$ cat src/rtl/sobel_pkg.sv
// rtl/sobel_pkg.sv - shared mode encodings, state type and slot helpers for the Sobel scan controller
package sobel_pkg;

  localparam logic [1:0] MODE_VER = 2'd0;
  localparam logic [1:0] MODE_HOR = 2'd1;
  localparam logic [1:0] MODE_MAG = 2'd2;

  typedef enum logic [1:0] {
    IDLE,
    RUN,
    DRAIN,
    DONE
  } state_t;

  function automatic longint slot_count(input longint rows, input longint cols);
    return rows * cols + cols + 1;
  endfunction

  // The reserved encoding falls back to the vertical operator.
  function automatic logic [1:0] map_mode(input logic [1:0] mode);
    return (mode == 2'd3) ? MODE_VER : mode;
  endfunction

endpackage

$ cat src/rtl/sobel_tag_pipe.sv
// rtl/sobel_tag_pipe.sv - {valid, addr, border} shift register that tracks kernel results in flight
module sobel_tag_pipe #(
  parameter int DEPTH  = 3,
  parameter int ADDR_W = 16
) (
  input  logic              clk,
  input  logic              rst_n,
  input  logic              i_en,
  input  logic              i_clr,
  input  logic              i_valid,
  input  logic [ADDR_W-1:0] i_addr,
  input  logic              i_border,
  output logic              o_valid,
  output logic [ADDR_W-1:0] o_addr,
  output logic              o_border,
  output logic              o_pending
);

  logic [DEPTH-1:0]  r_valid;
  logic [DEPTH-1:0]  r_border;
  logic [ADDR_W-1:0] r_addr [DEPTH];

  always_ff @(posedge clk or negedge rst_n) begin
    if (!rst_n) begin
      r_valid  <= '0;
      r_border <= '0;
      for (int i = 0; i < DEPTH; i++) r_addr[i] <= '0;
    end else if (i_clr) begin
      r_valid  <= '0;
      r_border <= '0;
      for (int i = 0; i < DEPTH; i++) r_addr[i] <= '0;
    end else if (i_en) begin
      r_valid   <= {r_valid[DEPTH-2:0], i_valid};
      r_border  <= {r_border[DEPTH-2:0], i_border};
      r_addr[0] <= i_addr;
      for (int i = 1; i < DEPTH; i++) r_addr[i] <= r_addr[i-1];
    end
  end

  assign o_valid   = r_valid[DEPTH-1];
  assign o_addr    = r_addr[DEPTH-1];
  assign o_border  = r_border[DEPTH-1];
  // Entries still travelling toward the output stage.
  assign o_pending = |r_valid[DEPTH-2:0];

endmodule

$ cat src/rtl/sobel_scan_ctrl.sv
// rtl/sobel_scan_ctrl.sv - raster-order frame sequencer for the streaming 3x3 Sobel kernel
module sobel_scan_ctrl
  import sobel_pkg::*;
#(
  parameter int ROWS   = 242,
  parameter int COLS   = 247,
  parameter int ADDR_W = 16,
  parameter int KLAT   = 2
) (
  input  logic              clk,
  input  logic              rst_n,
  input  logic              start,
  input  logic              abort,
  input  logic [1:0]        cfg_mode,
  output logic              busy,
  output logic              done,
  output logic              rd_en,
  output logic [ADDR_W-1:0] rd_addr,
  output logic              kern_ce,
  output logic              kern_in_valid,
  output logic              kern_flush,
  output logic [1:0]        kern_mode,
  output logic              out_valid,
  input  logic              out_ready,
  output logic [ADDR_W-1:0] out_addr,
  output logic              out_border
);

  localparam longint SLOTS     = slot_count(ROWS, COLS);
  localparam int     NPIX      = ROWS * COLS;
  localparam int     LAST_SLOT = NPIX + COLS;
  localparam int     PRIME     = COLS + 1;
  localparam int     DEPTH     = 1 + KLAT;

  if ((longint'(1) << ADDR_W) < SLOTS) begin : g_addr_chk
    $error("sobel_scan_ctrl: ADDR_W too narrow for ROWS*COLS+COLS+1 slots");
  end
  if (KLAT < 1) begin : g_klat_chk
    $error("sobel_scan_ctrl: KLAT must be at least 1");
  end

  state_t            r_state;
  logic [ADDR_W-1:0] r_slot;
  logic [ADDR_W-1:0] r_crow;
  logic [ADDR_W-1:0] r_ccol;
  logic              r_kin_valid;
  logic              r_kin_flush;
  logic [1:0]        r_mode;

  logic              w_ce;
  logic              w_issue;
  logic              w_read;
  logic              w_centre;
  logic              w_border;
  logic              w_pending;
  logic              w_out_valid;
  logic [ADDR_W-1:0] w_c_addr;
  logic [ADDR_W-1:0] w_out_addr;
  logic              w_out_border;

  assign w_ce     = !(w_out_valid && !out_ready);
  assign w_issue  = (r_state == RUN);
  assign w_read   = w_issue && (r_slot < ADDR_W'(NPIX));
  // Slots below COLS+1 only prime the line buffers and carry no centre pixel.
  assign w_centre = w_issue && (r_slot >= ADDR_W'(PRIME));
  assign w_c_addr = r_slot - ADDR_W'(PRIME);
  assign w_border = (r_crow == '0) || (r_crow == ADDR_W'(ROWS - 1)) ||
                    (r_ccol == '0) || (r_ccol == ADDR_W'(COLS - 1));

  always_ff @(posedge clk or negedge rst_n) begin
    if (!rst_n) begin
      r_state     <= IDLE;
      r_slot      <= '0;
      r_crow      <= '0;
      r_ccol      <= '0;
      r_kin_valid <= 1'b0;
      r_kin_flush <= 1'b0;
      r_mode      <= MODE_VER;
    end else if (abort) begin
      r_state     <= IDLE;
      r_slot      <= '0;
      r_crow      <= '0;
      r_ccol      <= '0;
      r_kin_valid <= 1'b0;
      r_kin_flush <= 1'b0;
    end else if (w_ce) begin
      r_kin_valid <= w_issue;
      r_kin_flush <= w_issue && !w_read;
      case (r_state)
        IDLE: begin
          if (start) begin
            r_mode  <= map_mode(cfg_mode);
            r_slot  <= '0;
            r_crow  <= '0;
            r_ccol  <= '0;
            r_state <= RUN;
          end
        end
        RUN: begin
          if (w_centre) begin
            if (r_ccol == ADDR_W'(COLS - 1)) begin
              r_ccol <= '0;
              r_crow <= r_crow + 1'b1;
            end else begin
              r_ccol <= r_ccol + 1'b1;
            end
          end
          if (r_slot == ADDR_W'(LAST_SLOT)) r_state <= DRAIN;
          else                              r_slot  <= r_slot + 1'b1;
        end
        DRAIN: begin
          // The output stage may still hold the last result; it retires on this enabled edge.
          if (!w_pending && !r_kin_valid) r_state <= DONE;
        end
        DONE: r_state <= IDLE;
        default: r_state <= IDLE;
      endcase
    end
  end

  sobel_tag_pipe #(
    .DEPTH  (DEPTH),
    .ADDR_W (ADDR_W)
  ) u_tag_pipe (
    .clk       (clk),
    .rst_n     (rst_n),
    .i_en      (w_ce),
    .i_clr     (abort),
    .i_valid   (w_centre),
    .i_addr    (w_c_addr),
    .i_border  (w_border),
    .o_valid   (w_out_valid),
    .o_addr    (w_out_addr),
    .o_border  (w_out_border),
    .o_pending (w_pending)
  );

  assign busy          = (r_state == RUN) || (r_state == DRAIN);
  assign done          = (r_state == DONE);
  assign rd_en         = w_read;
  assign rd_addr       = w_read ? r_slot : '0;
  // Kernel is idle outside a frame, keeping the enable low from reset.
  assign kern_ce       = w_ce && busy;
  assign kern_in_valid = r_kin_valid;
  assign kern_flush    = r_kin_valid && r_kin_flush;
  assign kern_mode     = r_mode;
  assign out_valid     = w_out_valid;
  assign out_addr      = w_out_addr;
  assign out_border    = w_out_border;

endmodule

$ cat config.mk
export PLATFORM = sky130hd
export DESIGN_NAME = sobel_scan_ctrl
export DESIGN_NICKNAME = d
export VERILOG_FILES = /design/src/rtl/sobel_pkg.sv /design/src/rtl/sobel_tag_pipe.sv /design/src/rtl/sobel_scan_ctrl.sv
export SDC_FILE = /design/constraint.sdc
export NUM_CORES = 1
export LEC_CHECK = 0
export CAP_MARGIN = 20
export CORE_ASPECT_RATIO = 1.1
export CORE_MARGIN = 2
export CORE_UTILIZATION = 35
export CTS_CLUSTER_SIZE = 10
export DETAILED_ROUTE_END_ITERATION = 12
export GPL_TIMING_DRIVEN = 0
export MAX_ROUTING_LAYER = met4
export PLACE_DENSITY = 0.59
export SETUP_SLACK_MARGIN = 0.5
export SLEW_MARGIN = 5
export SYNTH_ARGS = -nofsm -noshare
export SYNTH_HDL_FRONTEND = slang
export SYNTH_SLANG_ARGS = --single-unit
export TNS_END_PERCENT = 5
$ cat constraint.sdc
create_clock -name clk -period 2.4 [get_ports clk]
set_input_delay 0.48 -clock clk [delete_from_list [all_inputs] [get_ports clk]]
set_output_delay 0.48 -clock clk [all_outputs]
set_load 0.1 [all_outputs]
==> metrics.txt <==
total chip power 5.54 mW; Detail Route Antenna Nets 0; arrival time of the worst setup path 2.35 ns; first-pass GRT wire length 26400 um; Combinational Power Share 37.7%; met3 Resource Use GR 3.04%; Hold Vio Cnt, Final 0; clock-pin slew on the worst setup and hold paths 0.07 ns; PwrDens 730 nW/um^2; fin crit share 118%; die height 141 um; Die Width 128 um; asr flop ratio synth 100%; syn avg cell area 8.88 um^2; Worst Hold Class in -> async; run status finished, violations left; Worst setup EP type output port; FF-to-FF setup slack 0.10 ns; Worst R2R Path Depth 7; largest net degree at the start of global routing 94; top_reg_cell synth dfrtp_1; share of cells above drive strength 1 24.9%; top cells by area, synth dfrtp_1, nand2_1, a21oi_1; Via density 5.36; Port Buffers 48; H-tree levels 3; vias in the first global route 5320; final worst slack -0.433 ns; Ports 49; final wirelength 15700 um; vias 5121; Max rail drop VDD 574 uV; crit path max fanout 5; worst rel slew slack 62.6%; Switching Share 39.1%; root buffer cell clkbuf_16; violated checks negative setup slack; starting density of the core 35.4%; final setup violation count 16; most numerous cell in the Yosys netlist nand2_1; total die area 18100 um^2; internal power 3.38 mW; sequential power share 36.2%; Most Used Layer, Global Route met2; r2r endpoint r_state[1]; grt met2 use 33.2%; worst skew pair latency 0.37 ns; top cell type's share of synthesized area 45.3%; Initial DRT Pass Iterations 5; Max-cap violations 0; Clk pwr share 26.2%; critical setup path kind reg -> out; sequential share of the synthesized area 45.3%; worst r2r src r_slot[1]; Netlist cell types 55; GP Congestion 0.841; WL/cell 16.5 um; GRT Residual Overflow 0; fmax 0.353 GHz; RSZ-0062 raised after global routing yes; Pleak 3.18 nW; antenna cells 0; Setup TNS -6.02 ns; minimum clock period 2.83 ns; met1 track demand over resource 21.0%; Nets 763; clock skew 0.00731 ns; Post-synth EDFFs 0; area delta synth->final 27.4%; Psw 2.16 mW; Num Clock Sinks 108; cts bufs inserted 9; initial antenna violation count 0; Critical Path Start Type flop; Required @ worst endpoint 1.92 ns; commonest cells in the netlist nand2_1, dfrtp_1, a21oi_1, nor2_1, clkbuf_1; Synth area leader dfrtp_1; CTS tree built; Syn Inst Count 671; Worst-Margin Slew 0.564 ns; Global Route Usage Sum 18.8%; iteration-0 DRC count of the detailed router 325; layout filler cell count 1612; Core Area 16800 um^2; YS warnings 0; post-DP HPWL 11000 um; max-slew violation count 0; post-synthesis register bit count 108; Post-Syn Area 5960 um^2; dpl ws -1.51 ns; # DRC 0; Clock Path Buffers 2; syn_nets 691; row count 50
cell families (layout without fill, tap and decap cells):
family | Yosys count | in the layout | share of synthesized area, %
AO/OA/AOI/OAI | 144 | 144 | 16.0
XOR/XNOR | 22 | 22 | 3.23
adder cells (fa/ha/maj) | 13 | 13 | 2.73
buffers and inverters | 81 | 158 | 7.12
flip-flops | 108 | 108 | 45.3
multiplexers | 6 | 6 | 1.01
AND/OR/NAND/NOR | 297 | 297 | 24.6
worst max-delay path by stage:
| stage | from | end | slack [ns] | cells past startpoint |
|---|---|---|---|---|
| after detailed placement | out_ready | kern_ce | -1.51 | 6 |
| after CTS | r_slot[5] | rd_addr[10] | -0.46 | 9 |
| after floorplan | r_slot[6] | rd_addr[10] | -0.05 | 7 |
| final | r_slot[5] | rd_addr[10] | -0.43 | 9 |
| after global placement | rst_n | r_crow[13] | -3.28 | 1 |
| after global routing | r_slot[5] | rd_addr[10] | -0.49 | 9 |
registers in the layout, indices dropped and copies added, names as in the netlist:
register             cells
r_kin_flush              1
kern_mode                2
r_state                  2
u_tag_pipe.r_border      3
r_ccol                  16
r_slot                  16
kern_in_valid            1
r_crow                  16
u_tag_pipe.r_valid       3
u_tag_pipe.r_addr       32
u_tag_pipe.o_addr       16
cells in the final DEF, fill, tap and decap left out, types with 6 or more instances in the layout:
master | Yosys | layout
xor2_1 | 9 | 9
or3_1 | 11 | 11
inv_1 | 17 | 13
ha_1 | 13 | 10
clkbuf_16 | 0 | 9
nand2_1 | 118 | 117
o31ai_1 | 13 | 13
a211oi_1 | 9 | 9
and3_1 | 8 | 6
nor3_1 | 14 | 14
nand3_1 | 26 | 26
or4_1 | 15 | 13
nor2_1 | 39 | 38
a21oi_1 | 52 | 50
buf_4 | 16 | 43
buf_6 | 4 | 13
a21oi_2 | 12 | 13
xnor2_1 | 13 | 13
clkbuf_1 | 27 | 16
nand4_1 | 16 | 16
o21ai_0 | 26 | 24
dfrtp_1 | 108 | 105
buf_12 | 1 | 20
nor4_1 | 8 | 7
and2_4 | 0 | 10
per-stage QoR:
step                      utilization [%]  area [um^2]  instances  hold WS [ns]
after floorplan                         -         6030        671         0.184
after global placement               40.2         6770        927         0.507
after detailed placement             40.4         6800        928         0.321
after CTS                            44.8         7550        955         0.507
after global routing                 45.1         7590        956         0.515
final                                45.1         7590        956         0.501
per-layer routing:
layer	vias to the layer above	part of all wire, %	routed length (um)
li1	2488	-	-
met1	2479	40	6310
met2	118	54	8500
met3	36	3.3	515
met4	0	2.7	422
met5	-	0	0
layout make-up:
type	count	area (um^2)	area share, %
well taps	208	260	3.43
plain buffers	64	487	6.41
clock inverters	7	60.1	0.791
inverters	17	63.8	0.841
clock buffers	9	225	2.97
flip-flops and latches	108	2710	35.7
multi-input cells	482	3020	39.8
repair buffers	61	768	10.1
worst max-delay path, cell delays in order, from the launching register on:
cell     delay [ns]
dfrtp_1        0.38
buf_6          0.12
and4b_1        0.19
a41o_1         0.18
a211o_1        0.30
a21oi_4        0.24
buf_6          0.15
buf_16         0.10
and2_4         0.15
buf_12         0.17
power groups by stage:
stage / Combinational (mW) / Sequential [mW] / Clock (mW)
2_1_floorplan: 1.13 / 2.15 / 0
3_3_place_gp: 1.69 / 2.02 / 0
3_5_place_dp: 1.72 / 2.02 / 0
4_1_cts: 2.06 / 2.00 / 1.48
5_1_grt: 2.21 / 2.02 / 1.55
6_report: 2.09 / 2.00 / 1.45
timing repair:
| action | CTS | global route |
|---|---|---|
| pin swaps | 33 | 10 |
| resized for setup | 277 | 18 |
| setup buffers | 9 | 1 |
| hold buffers | 1 | 0 |
| setup endpoints to repair | 141 | 94 |
| endpoints found under the hold margin | 15 | 0 |
| cloned | 1 | 0 |
Power figures use the tool's default switching activity.
